--- config.mk ---
export PLATFORM = sky130hd
export DESIGN_NAME = regs_write_queue_flat
export DESIGN_NICKNAME = d
export VERILOG_FILES = /design/src/rtl/regs_write_queue_if.sv /design/src/rtl/regs_write_queue.sv /design/src/flat_wrapper.sv
export SDC_FILE = /design/constraint.sdc
export NUM_CORES = 1
export LEC_CHECK = 0
export BUFFER_PORTS_ARGS = -buffer_cell sky130_fd_sc_hd__buf_2
export CAP_MARGIN = 10
export CORE_MARGIN = 1.5
export CORE_UTILIZATION = 54
export CTS_CLUSTER_DIAMETER = 120
export DETAILED_ROUTE_END_ITERATION = 8
export HOLD_SLACK_MARGIN = 0.06
export PLACE_DENSITY_LB_ADDON = 0.12
export SETUP_SLACK_MARGIN = 0.2
export SKIP_LAST_GASP = 1
export SYNTH_ARGS = -nofsm -noshare
export SYNTH_HDL_FRONTEND = slang
export SYNTH_SLANG_ARGS = --single-unit
export TNS_END_PERCENT = 5
--- constraint.sdc ---
create_clock -name CLK -period 2.93 [get_ports CLK]
set_clock_uncertainty 0.15 [all_clocks]
set_input_delay 0.586 -clock CLK [delete_from_list [all_inputs] [get_ports CLK]]
set_output_delay 0.586 -clock CLK [all_outputs]
set_load 0.01 [all_outputs]
--- src/rtl/regs_write_queue_if.sv ---
// regs_write_queue_if
//  Bundles the producer side, the register-file write port and the two
//  forwarding read ports of the write queue.
//  Ports (all inside the interface):
//   enq_*            producer entry offer and enq_ready back-pressure
//   drain_en         write port available this cycle
//   isWrite..flagin  write port towards the register file
//   read1/2,isReg1/2 reader indices and bank selects
//   fwd*             forwarded pending values for the readers
//   count            occupied queue entries
//  Modports: slave = the queue itself, master = whoever drives the queue.
interface regs_write_queue_if #(
   parameter int DEPTH = 4,
   parameter int DW    = 8,
   parameter int AW    = 3
);
   logic                       enq_valid;
   logic                       enq_ready;
   logic                       enq_isWrite;
   logic                       enq_isRegW;
   logic [AW-1:0]              enq_reg;
   logic [DW-1:0]              enq_data;
   logic                       enq_wrFlip;
   logic                       enq_flip;
   logic                       enq_wrFlag;
   logic                       enq_flag;
   logic                       drain_en;
   logic                       isWrite;
   logic                       isRegW;
   logic [AW-1:0]              writeReg;
   logic [DW-1:0]              writeData;
   logic                       writeFlip;
   logic                       flipin;
   logic                       writeFlag;
   logic                       flagin;
   logic [AW-1:0]              read1;
   logic [AW-1:0]              read2;
   logic                       isReg1;
   logic                       isReg2;
   logic                       fwd1_hit;
   logic                       fwd2_hit;
   logic [DW-1:0]              fwd1_data;
   logic [DW-1:0]              fwd2_data;
   logic                       fwdFlip_hit;
   logic                       fwdFlip;
   logic                       fwdFlag_hit;
   logic                       fwdFlag;
   logic [$clog2(DEPTH):0]     count;

   modport slave (
      input  enq_valid, enq_isWrite, enq_isRegW, enq_reg, enq_data,
             enq_wrFlip, enq_flip, enq_wrFlag, enq_flag, drain_en,
             read1, read2, isReg1, isReg2,
      output enq_ready, isWrite, isRegW, writeReg, writeData, writeFlip,
             flipin, writeFlag, flagin, fwd1_hit, fwd2_hit, fwd1_data,
             fwd2_data, fwdFlip_hit, fwdFlip, fwdFlag_hit, fwdFlag, count
   );

   modport master (
      output enq_valid, enq_isWrite, enq_isRegW, enq_reg, enq_data,
             enq_wrFlip, enq_flip, enq_wrFlag, enq_flag, drain_en,
             read1, read2, isReg1, isReg2,
      input  enq_ready, isWrite, isRegW, writeReg, writeData, writeFlip,
             flipin, writeFlag, flagin, fwd1_hit, fwd2_hit, fwd1_data,
             fwd2_data, fwdFlip_hit, fwdFlip, fwdFlag_hit, fwdFlag, count
   );
endinterface

--- src/rtl/regs_write_queue.sv ---
// regs_write_queue
//  In-order queue of completed results in front of the register file.
//  Drains one entry per cycle onto the file write port while forwarding
//  still-pending values to the two read ports (youngest match wins).
//  Ports:
//   CLK   rising-edge clock
//   RSTn  asynchronous active-low reset; discards every pending entry
//   bus   regs_write_queue_if.slave (producer, write port, read forwarding)
module regs_write_queue #(
   parameter int DEPTH = 4,
   parameter int DW    = 8,
   parameter int AW    = 3
) (
   input logic               CLK,
   input logic               RSTn,
   regs_write_queue_if.slave bus
);
   localparam int PW = $clog2(DEPTH);
   localparam int CW = PW + 1;

   typedef struct packed {
      logic          isWrite;
      logic          isRegW;
      logic [AW-1:0] rg;
      logic [DW-1:0] data;
      logic          wrFlip;
      logic          flip;
      logic          wrFlag;
      logic          flag;
   } entryT;

   entryT         entries [DEPTH];
   entryT         ordered [DEPTH];
   logic [DEPTH-1:0] live;
   logic [PW-1:0] head;
   logic [PW-1:0] tail;
   logic [CW-1:0] count;
   logic          doEnq;
   logic          doDrain;
   entryT         enqEntry;
   entryT         headEntry;

   // Regular-bank registers only decode the low two index bits, so aliases
   // such as 1 and 5 refer to the same register; the accumulator bank uses
   // the full index.
   function automatic logic matchRead(input entryT e, input logic [AW-1:0] rd,
                                      input logic isReg);
      logic idxEq;
      idxEq = isReg ? (e.rg[1:0] == rd[1:0]) : (e.rg == rd);
      return e.isWrite & (e.isRegW == isReg) & idxEq;
   endfunction

   assign bus.enq_ready = (count < CW'(DEPTH));
   assign bus.count     = count;
   assign doEnq         = bus.enq_valid & bus.enq_ready;
   assign doDrain       = (count != '0) & bus.drain_en;
   assign headEntry     = entries[head];

   assign enqEntry = '{isWrite: bus.enq_isWrite, isRegW: bus.enq_isRegW,
                       rg: bus.enq_reg, data: bus.enq_data,
                       wrFlip: bus.enq_wrFlip, flip: bus.enq_flip,
                       wrFlag: bus.enq_wrFlag, flag: bus.enq_flag};

   // Re-order storage by age: slot 0 is the head (oldest), higher slots are
   // younger; live marks slots that hold a pending entry.
   for (genvar k = 0; k < DEPTH; k++) begin : g_age
      assign ordered[k] = entries[head + PW'(k)];
      assign live[k]    = (CW'(k) < count);
   end

   // Queue storage and pointers. Enqueue and drain may happen in the same
   // cycle, in which case both pointers move and the count stays put.
   always_ff @(posedge CLK or negedge RSTn) begin
      if (!RSTn) begin
         head  <= '0;
         tail  <= '0;
         count <= '0;
         for (int i = 0; i < DEPTH; i++) begin
            entries[i] <= '0;
         end
      end else begin
         if (doEnq) begin
            entries[tail] <= enqEntry;
            tail          <= tail + PW'(1);
         end
         if (doDrain) begin
            head <= head + PW'(1);
         end
         count <= count + CW'(doEnq) - CW'(doDrain);
      end
   end

   // The head entry drives the file port directly; the file commits on the
   // same edge that pops it, so nothing is presented while idle.
   always_comb begin
      bus.isWrite   = 1'b0;
      bus.isRegW    = 1'b0;
      bus.writeReg  = '0;
      bus.writeData = '0;
      bus.writeFlip = 1'b0;
      bus.flipin    = 1'b0;
      bus.writeFlag = 1'b0;
      bus.flagin    = 1'b0;
      if (doDrain) begin
         bus.isWrite   = headEntry.isWrite;
         bus.isRegW    = headEntry.isRegW;
         bus.writeReg  = headEntry.rg;
         bus.writeData = headEntry.data;
         bus.writeFlip = headEntry.wrFlip;
         bus.flipin    = headEntry.flip;
         bus.writeFlag = headEntry.wrFlag;
         bus.flagin    = headEntry.flag;
      end
   end

   // Forwarding scans oldest to youngest so a later match overrides an
   // earlier one. The head still counts while it is being drained because
   // the file only sees its value at the coming edge.
   always_comb begin
      bus.fwd1_hit    = 1'b0;
      bus.fwd1_data   = '0;
      bus.fwd2_hit    = 1'b0;
      bus.fwd2_data   = '0;
      bus.fwdFlip_hit = 1'b0;
      bus.fwdFlip     = 1'b0;
      bus.fwdFlag_hit = 1'b0;
      bus.fwdFlag     = 1'b0;
      for (int k = 0; k < DEPTH; k++) begin
         if (live[k]) begin
            if (matchRead(ordered[k], bus.read1, bus.isReg1)) begin
               bus.fwd1_hit  = 1'b1;
               bus.fwd1_data = ordered[k].data;
            end
            if (matchRead(ordered[k], bus.read2, bus.isReg2)) begin
               bus.fwd2_hit  = 1'b1;
               bus.fwd2_data = ordered[k].data;
            end
            if (ordered[k].wrFlip) begin
               bus.fwdFlip_hit = 1'b1;
               bus.fwdFlip     = ordered[k].flip;
            end
            if (ordered[k].wrFlag) begin
               bus.fwdFlag_hit = 1'b1;
               bus.fwdFlag     = ordered[k].flag;
            end
         end
      end
   end
endmodule

--- src/flat_wrapper.sv ---
// flat-port wrapper written by rule: the top's interface ports become plain ports
module regs_write_queue_flat 
#(
   parameter int DEPTH = 4,
   parameter int DW    = 8,
   parameter int AW    = 3
)
  (CLK, RSTn, bus_enq_valid, bus_enq_isWrite, bus_enq_isRegW, bus_enq_reg, bus_enq_data, bus_enq_wrFlip, bus_enq_flip, bus_enq_wrFlag, bus_enq_flag, bus_drain_en, bus_read1, bus_read2, bus_isReg1, bus_isReg2, bus_enq_ready, bus_isWrite, bus_isRegW, bus_writeReg, bus_writeData, bus_writeFlip, bus_flipin, bus_writeFlag, bus_flagin, bus_fwd1_hit, bus_fwd2_hit, bus_fwd1_data, bus_fwd2_data, bus_fwdFlip_hit, bus_fwdFlip, bus_fwdFlag_hit, bus_fwdFlag, bus_count);
  regs_write_queue_if #(.DEPTH(DEPTH), .DW(DW), .AW(AW)) bus_i ();
  input logic CLK;
  input logic RSTn;
  input wire logic [$bits(bus_i.enq_valid)-1:0] bus_enq_valid;
  input wire logic [$bits(bus_i.enq_isWrite)-1:0] bus_enq_isWrite;
  input wire logic [$bits(bus_i.enq_isRegW)-1:0] bus_enq_isRegW;
  input wire logic [$bits(bus_i.enq_reg)-1:0] bus_enq_reg;
  input wire logic [$bits(bus_i.enq_data)-1:0] bus_enq_data;
  input wire logic [$bits(bus_i.enq_wrFlip)-1:0] bus_enq_wrFlip;
  input wire logic [$bits(bus_i.enq_flip)-1:0] bus_enq_flip;
  input wire logic [$bits(bus_i.enq_wrFlag)-1:0] bus_enq_wrFlag;
  input wire logic [$bits(bus_i.enq_flag)-1:0] bus_enq_flag;
  input wire logic [$bits(bus_i.drain_en)-1:0] bus_drain_en;
  input wire logic [$bits(bus_i.read1)-1:0] bus_read1;
  input wire logic [$bits(bus_i.read2)-1:0] bus_read2;
  input wire logic [$bits(bus_i.isReg1)-1:0] bus_isReg1;
  input wire logic [$bits(bus_i.isReg2)-1:0] bus_isReg2;
  output wire logic [$bits(bus_i.enq_ready)-1:0] bus_enq_ready;
  output wire logic [$bits(bus_i.isWrite)-1:0] bus_isWrite;
  output wire logic [$bits(bus_i.isRegW)-1:0] bus_isRegW;
  output wire logic [$bits(bus_i.writeReg)-1:0] bus_writeReg;
  output wire logic [$bits(bus_i.writeData)-1:0] bus_writeData;
  output wire logic [$bits(bus_i.writeFlip)-1:0] bus_writeFlip;
  output wire logic [$bits(bus_i.flipin)-1:0] bus_flipin;
  output wire logic [$bits(bus_i.writeFlag)-1:0] bus_writeFlag;
  output wire logic [$bits(bus_i.flagin)-1:0] bus_flagin;
  output wire logic [$bits(bus_i.fwd1_hit)-1:0] bus_fwd1_hit;
  output wire logic [$bits(bus_i.fwd2_hit)-1:0] bus_fwd2_hit;
  output wire logic [$bits(bus_i.fwd1_data)-1:0] bus_fwd1_data;
  output wire logic [$bits(bus_i.fwd2_data)-1:0] bus_fwd2_data;
  output wire logic [$bits(bus_i.fwdFlip_hit)-1:0] bus_fwdFlip_hit;
  output wire logic [$bits(bus_i.fwdFlip)-1:0] bus_fwdFlip;
  output wire logic [$bits(bus_i.fwdFlag_hit)-1:0] bus_fwdFlag_hit;
  output wire logic [$bits(bus_i.fwdFlag)-1:0] bus_fwdFlag;
  output wire logic [$bits(bus_i.count)-1:0] bus_count;
  assign bus_i.enq_valid = bus_enq_valid;
  assign bus_i.enq_isWrite = bus_enq_isWrite;
  assign bus_i.enq_isRegW = bus_enq_isRegW;
  assign bus_i.enq_reg = bus_enq_reg;
  assign bus_i.enq_data = bus_enq_data;
  assign bus_i.enq_wrFlip = bus_enq_wrFlip;
  assign bus_i.enq_flip = bus_enq_flip;
  assign bus_i.enq_wrFlag = bus_enq_wrFlag;
  assign bus_i.enq_flag = bus_enq_flag;
  assign bus_i.drain_en = bus_drain_en;
  assign bus_i.read1 = bus_read1;
  assign bus_i.read2 = bus_read2;
  assign bus_i.isReg1 = bus_isReg1;
  assign bus_i.isReg2 = bus_isReg2;
  assign bus_enq_ready = bus_i.enq_ready;
  assign bus_isWrite = bus_i.isWrite;
  assign bus_isRegW = bus_i.isRegW;
  assign bus_writeReg = bus_i.writeReg;
  assign bus_writeData = bus_i.writeData;
  assign bus_writeFlip = bus_i.writeFlip;
  assign bus_flipin = bus_i.flipin;
  assign bus_writeFlag = bus_i.writeFlag;
  assign bus_flagin = bus_i.flagin;
  assign bus_fwd1_hit = bus_i.fwd1_hit;
  assign bus_fwd2_hit = bus_i.fwd2_hit;
  assign bus_fwd1_data = bus_i.fwd1_data;
  assign bus_fwd2_data = bus_i.fwd2_data;
  assign bus_fwdFlip_hit = bus_i.fwdFlip_hit;
  assign bus_fwdFlip = bus_i.fwdFlip;
  assign bus_fwdFlag_hit = bus_i.fwdFlag_hit;
  assign bus_fwdFlag = bus_i.fwdFlag;
  assign bus_count = bus_i.count;
  regs_write_queue #(.DEPTH(DEPTH), .DW(DW), .AW(AW)) u_core (.CLK(CLK), .RSTn(RSTn), .bus(bus_i));
endmodule
==> impl_metrics.json, run 1 <==
{
  "ir_worst_vdd_mv": 0.735,
  "final_util": 0.693,
  "worstPathArrival_ns": 3.09,
  "rsz0062_at_grt": "true",
  "diodes": 0,
  "syn_area_per_cell_sq_um": 11.4,
  "wl_per_cell_um": 18.3,
  "syn_inst": 510,
  "fp.dieH_um": 107,
  "first_pass_iters": 4,
  "htreeDepth": 3,
  "synth_top_area_share": 0.322,
  "yosysSeqAreaShare": 0.322,
  "worstPathRequired_ns": 2.19,
  "layout.cells.non_filler": 792,
  "dieWidth_um": 107,
  "grt_max_degree": 51,
  "crit_path_end_kind": "output port",
  "synth_flop_cell": "dfrtp_1",
  "gr-total-overflow": 0,
  "fp-row-count": 37,
  "failed_checks": "negative setup slack",
  "num-nets-final": 690,
  "cellLeakagePower_nw": 3.27,
  "rr_startpoint": "u_core.bus.count[2]",
  "fmax_mhz": 261,
  "status": "finished with violations",
  "vias": 4701,
  "antenna_found_initial": 0,
  "finalMaxSlewViolations": 0,
  "place.gp.congestion": 0.840,
  "rr_worst_depth": 8,
  "r2r_slack_ns": 0.61,
  "grt_first_pass_wirelength_mm": 24.0,
  "syn2layout_area_growth_pct": 23.8,
  "cts_hold_repair.buffers": 0,
  "die_area_sq_um": 11400,
  "io_buffers": 71,
  "layout.cells.most_common_list": "buf_4 (80), mux2_2 (78), dfrtp_1 (73)",
  "tritoncts": "yes",
  "grt_usage": 0.274,
  "p_per_area_nw_per_um2": 1320,
  "synth_cell_types": 45,
  "start_util": 0.560,
  "critical_path_class": "flip-flop to output port",
  "synth-async-reset-ratio": 1.00,
  "cts.path.max_buffers": 2,
  "min_period_over_period": 1.31,
  "yosysWarningCount": 0,
  "hold_viol_final": 0,
  "synth_area_leaders": "dfrtp_1 (32%), mux2_2 (15%), mux4_2 (12%), mux2i_1 (6.5%), and2_1 (4.1%)",
  "tightest_slew_ns": 0.636,
  "final_common_cell": "buf_4",
  "startpoint_type": "flip-flop",
  "max-cap-violations": 0,
  "clk_latency_ns": 0.36,
  "core_sq_um": 10400,
  "dp_hpwl_mm": 10.7,
  "syn-num-nets": 548,
  "hold_class": "primary input to asynchronous set/reset pin",
  "ys_ff_latch": 75,
  "setup_viol": 32,
  "dpl.cell_count": 768,
  "remaining_drc_errors": 0,
  "min_period_ns": 3.83,
  "io_pins": 72,
  "viasPerCell": 5.94,
  "yosys.area.top_type": "dfrtp_1",
  "setup_slack_ns": -0.897,
  "clock-sinks": 75,
  "drive_above_1_share": 0.492,
  "clkTransAtPathRegs_ns": 0.08,
  "synth-edff-count": 0,
  "drt_wl_total_mm": 14.5,
  "grt_pass1_vias": 4708,
  "final_antenna_net_count": 0,
  "numCtsBuffers": 9,
  "slew_headroom": 0.576,
  "worstPathMaxFanout": 13,
  "synth.cell_area_sq_um": 5830,
  "root_buffer": "clkbuf_8",
  "drtIter0Drc": 179,
  "reg2reg_to": "u_core.bus.count[2]"
}
[worst max-delay path, stage by stage (launching register included)]
cell and delay [ns]:
dfrtp_4 0.48, clkbuf_4 0.18, buf_4 0.14, mux4_2 0.44
or3_4 0.40, a2111oi_4 0.33, buf_4 0.26, a221oi_1 0.08
o31ai_2 0.24, buf_2 0.17
[synthesized netlist by cell type, drive strengths merged, types with 2 or more instances]
cell type,n
and2,38
nand4,4
o21ai,10
o31ai,8
nand2b,7
clkbuf,14
xor2,13
nor2,16
and3,2
dfrtp,75
or3,5
inv,10
mux2i,38
ha,8
mux4,35
mux2,78
nand2,57
a2111oi,3
a31o,2
nand3,3
xnor2,15
nor2b,2
a211o,2
a221oi,15
a211oi,8
a21oi,14
buf,17
or2,3
[state kept, by name, summed over array words and instances (netlist names)]
| name | cells |
|---|---|
| u_core.head | 2 |
| u_core.tail | 2 |
| u_core.entries | 68 |
| u_core.bus.count | 3 |
[how the worst max path moves through the flow]
stage / from / endpoint / slack [ns] / cells after the start
after CTS: u_core.head[0] / bus_fwd2_data[1] / -0.91 / 9
after floorplan: u_core.head[0] / bus_fwd2_data[5] / -0.24 / 7
after detailed placement: u_core.head[0] / bus_fwd2_data[5] / -0.62 / 9
after global placement: u_core.head[0] / bus_fwd2_data[5] / -0.57 / 9
final: u_core.head[0] / bus_fwd1_data[5] / -0.90 / 9
after global routing: u_core.head[0] / bus_fwd2_data[4] / -1.00 / 10
[kinds of logic (layout without fill, tap and decap cells)]
group / count (synthesis) / after routing / share of synthesized area
compound gates: 65 / 65 / 0.105
xor+xnor: 28 / 28 / 0.0421
fa+ha+maj: 9 / 9 / 0.0206
buf+inv: 41 / 187 / 0.0343
flops: 75 / 75 / 0.322
mux: 151 / 151 / 0.354
simple gates: 141 / 141 / 0.121
[cell type report]
type | instances | area (sq um)
repair buffers | 162 | 1140
multi-input cells | 394 | 3780
fillers | 817 | 3200
clock buffers | 10 | 138
clock inverters | 5 | 62.6
inverters | 10 | 37.5
well taps | 136 | 170
flip-flops and latches | 75 | 1880
[power by group]
group          internal, mW  switching [mW]  leakage, nW
clock                 0.416           0.409       0.0950
sequential             1.57           0.467        0.898
combinational          3.53            3.12         2.28
[timing repair]
action	CTS	global route
setup buffers	1	7
cloned	0	1
setup endpoints to repair	37	37
gates resized for setup	3	13
pin swaps	0	5
hold endpoints to repair	0	0
[per-stage QoR]
stage          setup WS, ns  setup TNS (ns)  power (mW)  cell area [sq um]  hold WS, ns
6_report             -0.897          -18.88        9.51               7220       0.0867
5_1_grt               -1.00          -23.18        10.2               7220        0.130
4_1_cts              -0.915          -20.67        9.33               7100        0.104
3_5_place_dp         -0.617          -11.21        8.44               6890        0.369
3_3_place_gp         -0.566          -10.13        8.21               6890        0.357
2_1_floorplan        -0.241           -3.81        6.36               5840        0.140
[routing by layer]
metal,up-vias,share of wire,global-route usage
met1,2371,0.44,0.369
met5,-,0,0
li1,2180,-,-
met2,129,0.49,0.452
met4,0,0.018,0.0800
met3,21,0.054,0.0523
Note: power is estimated with default switching activity, not from simulation.
==> run 2: changes to the inputs <==
- CORE_UTILIZATION: 54 -> 45
==> impl_metrics.json, run 2 (synthesis results as in run 1) <==
{
  "cp_slowest_stage_delay_ns": 0.51,
  "clock-sinks": 75,
  "p_comb_frac": 0.679,
  "root_buffer": "clkbuf_16",
  "setup.worst_path.start": "u_core.head[0]",
  "numCtsBuffers": 9,
  "crit_path_end_kind": "output port",
  "path_delay_family": "buffers and inverters",
  "status": "finished with violations",
  "dp_hpwl_mm": 11.5,
  "reg_top3": "u_core.entries (68), u_core.bus.count (3)",
  "fin_area_sq_um": 7430,
  "fp.dieH_um": 117,
  "p_per_area_nw_per_um2": 1340,
  "largest_reg_flops": 68,
  "diodes": 0,
  "viasPerCell": 5.61,
  "tightest_slew_ns": 0.779,
  "io_pins": 72,
  "slew_headroom": 0.480,
  "wl_per_cell_um": 18.9,
  "min_period_ns": 3.93,
  "core_sq_um": 12600,
  "num-fill-cells": 1107,
  "min_period_over_period": 1.34,
  "start_util": 0.462,
  "setup_slack_ns": -1.00,
  "grt_max_degree": 45,
  "antenna_found_initial": 0,
  "rsz0062_at_grt": "true",
  "worstPathMaxFanout": 5,
  "grt_first_pass_wirelength_mm": 24.2,
  "finalPower_mw": 9.94,
  "path_cells": "buf_6 -> mux4_2 -> xor2_1 -> or3_4 -> a2111oi_4 -> buf_4 -> buf_12 -> a221oi_2 -> o31ai_2 -> buf_2",
  "fmax_mhz": 254,
  "htreeDepth": 3,
  "worstPathRequired_ns": 2.19,
  "cts.path.max_buffers": 2,
  "ir_worst_vdd_mv": 0.609,
  "first_pass_iters": 4,
  "failed_checks": "negative setup slack",
  "internal-power_mw": 5.87,
  "vias": 4675,
  "setup_tns_ns": -20.87,
  "clkTransAtPathRegs_ns": 0.06,
  "p_seq_frac": 0.207,
  "placed_cell_area_sq_um": 6980,
  "io_buffers": 71,
  "layout.cells.non_filler": 833,
  "hold_class": "primary input to asynchronous set/reset pin",
  "critical_path_class": "flip-flop to output port",
  "fp-row-count": 41,
  "crit_cells": 10,
  "worstPathArrival_ns": 3.19,
  "drt_wl_total_mm": 15.7,
  "cellLeakagePower_nw": 3.35,
  "remaining_drc_errors": 0,
  "setup_viol": 31,
  "finalMaxSlewViolations": 0,
  "place.gp.congestion": 0.884,
  "startpoint_type": "flip-flop",
  "rr_startpoint": "u_core.bus.count[2]",
  "rr_worst_depth": 8,
  "max-cap-violations": 0,
  "gr-total-overflow": 0,
  "tritoncts": "yes",
  "reg2reg_to": "u_core.bus.count[2]",
  "layout.cells.most_common_list": "buf_4 (84), mux2_2 (78), dfrtp_1 (73)",
  "clk_latency_ns": 0.34,
  "switching_share": 0.410,
  "syn2layout_area_growth_pct": 27.5,
  "hold_viol_final": 0,
  "grt_usage": 0.239,
  "critPathCapture": "bus_fwd1_data[6]",
  "num-nets-final": 695,
  "dieWidth_um": 117,
  "p_clk_frac": 0.113,
  "switchingPower_mw": 4.07,
  "cp_slowest_cell": "dfrtp_4",
  "dpl.cell_count": 810,
  "grt_pass1_vias": 4578,
  "multi_input_area_sq_um": 3790,
  "r2r_slack_ns": 0.72,
  "seqCellArea_sq_um": 1880,
  "drtIter0Drc": 294,
  "drive_above_1_share": 0.498,
  "cts_hold_repair.buffers": 0,
  "largest_register": "u_core.entries",
  "final_common_cell": "buf_4",
  "final_antenna_net_count": 0,
  "cp.buffers_inverters": 4,
  "die_area_sq_um": 13600
}
## run 2: changes by cell type in the layout (fill, tap and decap cells not counted), moves of 2 or more
| cell | before | now |
|---|---|---|
| and2_4 | 0 | 3 |
| and2_1 | 38 | 35 |
| buf_6 | 3 | 6 |
| clkbuf_16 | 1 | 11 |
| nand2_2 | 0 | 2 |
| xnor2_2 | 2 | 0 |
| mux4_1 | 3 | 5 |
| clkbuf_8 | 10 | 2 |
| xnor2_1 | 13 | 15 |
| mux4_2 | 32 | 30 |
| buf_4 | 80 | 84 |
| nand2_1 | 57 | 55 |
## run 2: final cells by class
type                            instances  area share
Multi-Input combinational cell        394       0.511
Sequential cell                        75       0.253
Timing Repair Buffer                  167       0.161
Clock buffer                           11      0.0340
Tap cell                              172      0.0290
Clock inverter                          4     0.00674
Inverter                               10     0.00505
## run 2: what timing repair did
| item | in CTS | in global routing |
|---|---|---|
| buffers inserted | 0 | 6 |
| pin swaps | 0 | 5 |
| cloned | 0 | 2 |
| setup endpoints to repair | 37 | 38 |
| resized for setup | 1 | 17 |
| endpoints found under the hold margin | 0 | 0 |
## run 2: stage by stage
| stage | utilization | hold WS [ns] | worst slack [ns] |
|---|---|---|---|
| floorplan | - | 0.140 | -0.241 |
| global placement | 0.553 | 0.359 | -0.494 |
| detailed placement | 0.553 | 0.364 | -0.534 |
| CTS | 0.577 | 0.182 | -0.910 |
| global route | 0.589 | 0.229 | -1.07 |
| finish | 0.589 | 0.177 | -1.00 |
## run 2: power groups by stage
stage	Clock, mW	Combinational (mW)	Sequential (mW)
after floorplan	0	4.42	1.93
after global placement	0	6.38	2.03
after detailed placement	0	6.53	2.08
after CTS	1.15	6.57	2.06
after global routing	1.20	7.32	2.13
final	1.13	6.75	2.06
## run 2: worst min-delay path by stage
stage,endpoint,depth (start not counted),start
6_report,u_core.entries[20],1,RSTn
5_1_grt,u_core.bus.count[1],1,RSTn
3_3_place_gp,u_core.entries[59],1,u_core.entries[59]
4_1_cts,u_core.entries[20],1,RSTn
3_5_place_dp,u_core.entries[58],1,u_core.entries[58]
2_1_floorplan,u_core.bus.count[0],0,RSTn
## run 2: metal layers
metal | track usage | share of wire | vias up
met1 | 0.315 | 0.43 | 2332
met3 | 0.0407 | 0.061 | 21
met4 | 0.0851 | 0.021 | 0
met5 | 0 | 0 | -
met2 | 0.399 | 0.49 | 129
li1 | - | - | 2193
==> run 3: changes to the inputs <==
- CAP_MARGIN: 10 -> 20
- PLACE_DENSITY: unset -> 0.67
- PLACE_DENSITY_LB_ADDON: 0.12 -> unset
==> impl_metrics.json, run 3 (synthesis results as in run 1) <==
{
  "first_pass_iters": 4,
  "grt_usage": 0.243,
  "hold_viol_final": 0,
  "crit_cells": 10,
  "reg_top3": "u_core.entries (68), u_core.bus.count (3)",
  "syn2layout_area_growth_pct": 25.8,
  "multi_input_area_sq_um": 3830,
  "root_buffer": "clkbuf_16",
  "final_common_cell": "mux2_2",
  "grt_max_degree": 48,
  "dp_hpwl_mm": 11.5,
  "max-cap-violations": 0,
  "core_sq_um": 12600,
  "largest_register": "u_core.entries",
  "worstPathArrival_ns": 3.03,
  "clock-sinks": 75,
  "reg2reg_to": "u_core.bus.count[2]",
  "crit_top_cell": "buf_4",
  "min_period_ns": 3.77,
  "seqCellArea_sq_um": 1880,
  "drive_above_1_share": 0.489,
  "failed_checks": "negative setup slack",
  "drtIter0Drc": 286,
  "setup_tns_ns": -18.42,
  "hold_class": "primary input to asynchronous set/reset pin",
  "ir_worst_vdd_mv": 0.535,
  "grt_pass1_vias": 4682,
  "status": "finished with violations",
  "rsz0062_at_grt": "true",
  "slew_headroom": 0.558,
  "worstPathRequired_ns": 2.19,
  "wl_per_cell_um": 19.0,
  "rr_worst_depth": 8,
  "vias": 4628,
  "numCtsBuffers": 9,
  "diodes": 0,
  "finalPower_mw": 9.92,
  "critical_path_class": "flip-flop to output port",
  "setup_slack_ns": -0.840,
  "clkTransAtPathRegs_ns": 0.06,
  "setup.worst_path.start": "u_core.head[0]",
  "path_cells": "buf_6 -> buf_4 -> mux4_2 -> xor2_1 -> or3_4 -> a21oi_4 -> buf_4 -> a211oi_1 -> a221oi_4 -> buf_2",
  "start_util": 0.462,
  "fp-row-count": 41,
  "num-nets-final": 679,
  "holdWs_ns": 0.129,
  "cp_slowest_stage_delay_ns": 0.53,
  "grt_first_pass_wirelength_mm": 25.0,
  "crit_path_end_kind": "output port",
  "setup_viol": 32,
  "fmax_mhz": 265,
  "cts.path.max_buffers": 2,
  "layout.cells.most_common_list": "mux2_2 (78), dfrtp_1 (73), buf_2 (71), buf_4 (71), nand2_1 (57)",
  "remaining_drc_errors": 0,
  "num-fill-cells": 1048,
  "min_period_over_period": 1.29,
  "cp.buffers_inverters": 4,
  "io_buffers": 71,
  "tritoncts": "yes",
  "final_antenna_net_count": 0,
  "cts_hold_repair.buffers": 0,
  "htreeDepth": 3,
  "p_per_area_nw_per_um2": 1350,
  "fp.dieH_um": 117,
  "tightest_slew_ns": 0.662,
  "io_pins": 72,
  "critPathCapture": "bus_fwd2_data[3]",
  "largest_reg_flops": 68,
  "drt_wl_total_mm": 15.5,
  "startpoint_type": "flip-flop",
  "antenna_found_initial": 1,
  "gr-total-overflow": 0,
  "pre_cts_slack_ns": -0.651,
  "layout.cells.non_filler": 818,
  "finalMaxSlewViolations": 0,
  "r2r_slack_ns": 0.60,
  "place.gp.congestion": 0.884,
  "dieWidth_um": 117,
  "cp_slowest_cell": "dfrtp_4",
  "viasPerCell": 5.66,
  "clk_latency_ns": 0.34,
  "worstPathMaxFanout": 15,
  "dpl.cell_count": 799,
  "cellLeakagePower_nw": 3.28,
  "die_area_sq_um": 13600,
  "rr_startpoint": "u_core.bus.count[2]",
  "path_delay_family": "buffers and inverters"
}
## run 3: changes by cell type in the layout (fill, tap and decap cells not counted), moves of 3 or more
| cell | before | now |
|---|---|---|
| buf_4 | 84 | 71 |
| a221oi_2 | 9 | 5 |
| a221oi_4 | 0 | 3 |
| and2_4 | 3 | 0 |
| buf_6 | 6 | 3 |
## run 3: area by class of cell
| class | count | area share |
|---|---|---|
| flip-flops and latches | 75 | 0.257 |
| repair buffers | 151 | 0.141 |
| well taps | 172 | 0.0294 |
| multi-input cells | 394 | 0.523 |
| clock inverters | 4 | 0.00990 |
| clock buffers | 12 | 0.0350 |
| inverters | 10 | 0.00512 |
## run 3: worst min-delay path by stage
stage	start	endpoint	slack, ns	depth (start not counted)
global route	RSTn	u_core.bus.count[0]	0.17	1
CTS	RSTn	u_core.entries[16]	0.14	1
global placement	u_core.entries[59]	u_core.entries[59]	0.36	1
floorplan	RSTn	u_core.bus.count[0]	0.14	0
detailed placement	u_core.entries[60]	u_core.entries[60]	0.36	1
finish	RSTn	u_core.head[0]	0.13	1
## run 3: stage by stage
stage,utilization,cell area (sq um)
floorplan,-,5840
global placement,0.546,6890
detailed placement,0.546,6890
CTS,0.579,7310
global route,0.581,7330
finish,0.581,7330
## run 3: report_power, final
group | switching, mW | total [mW] | leakage, nW | internal (mW)
logic | 3.20 | 6.65 | 2.22 | 3.46
clock network | 0.418 | 1.21 | 0.159 | 0.790
registers | 0.484 | 2.06 | 0.898 | 1.58
## run 3: timing repair
action | CTS | global route
setup endpoints to repair | 36 | 36
gates resized for setup | 13 | 9
pin swaps | 4 | 0
buffers inserted | 3 | 0
## run 3: per-layer routing
metal / global-route usage / routed length, um / up-vias
met4: 0.0803 / 205 / 2
met5: 0 / 13 / -
met2: 0.416 / 8090 / 109
met1: 0.311 / 6480 / 2337
met3: 0.0474 / 753 / 17
li1: - / - / 2163
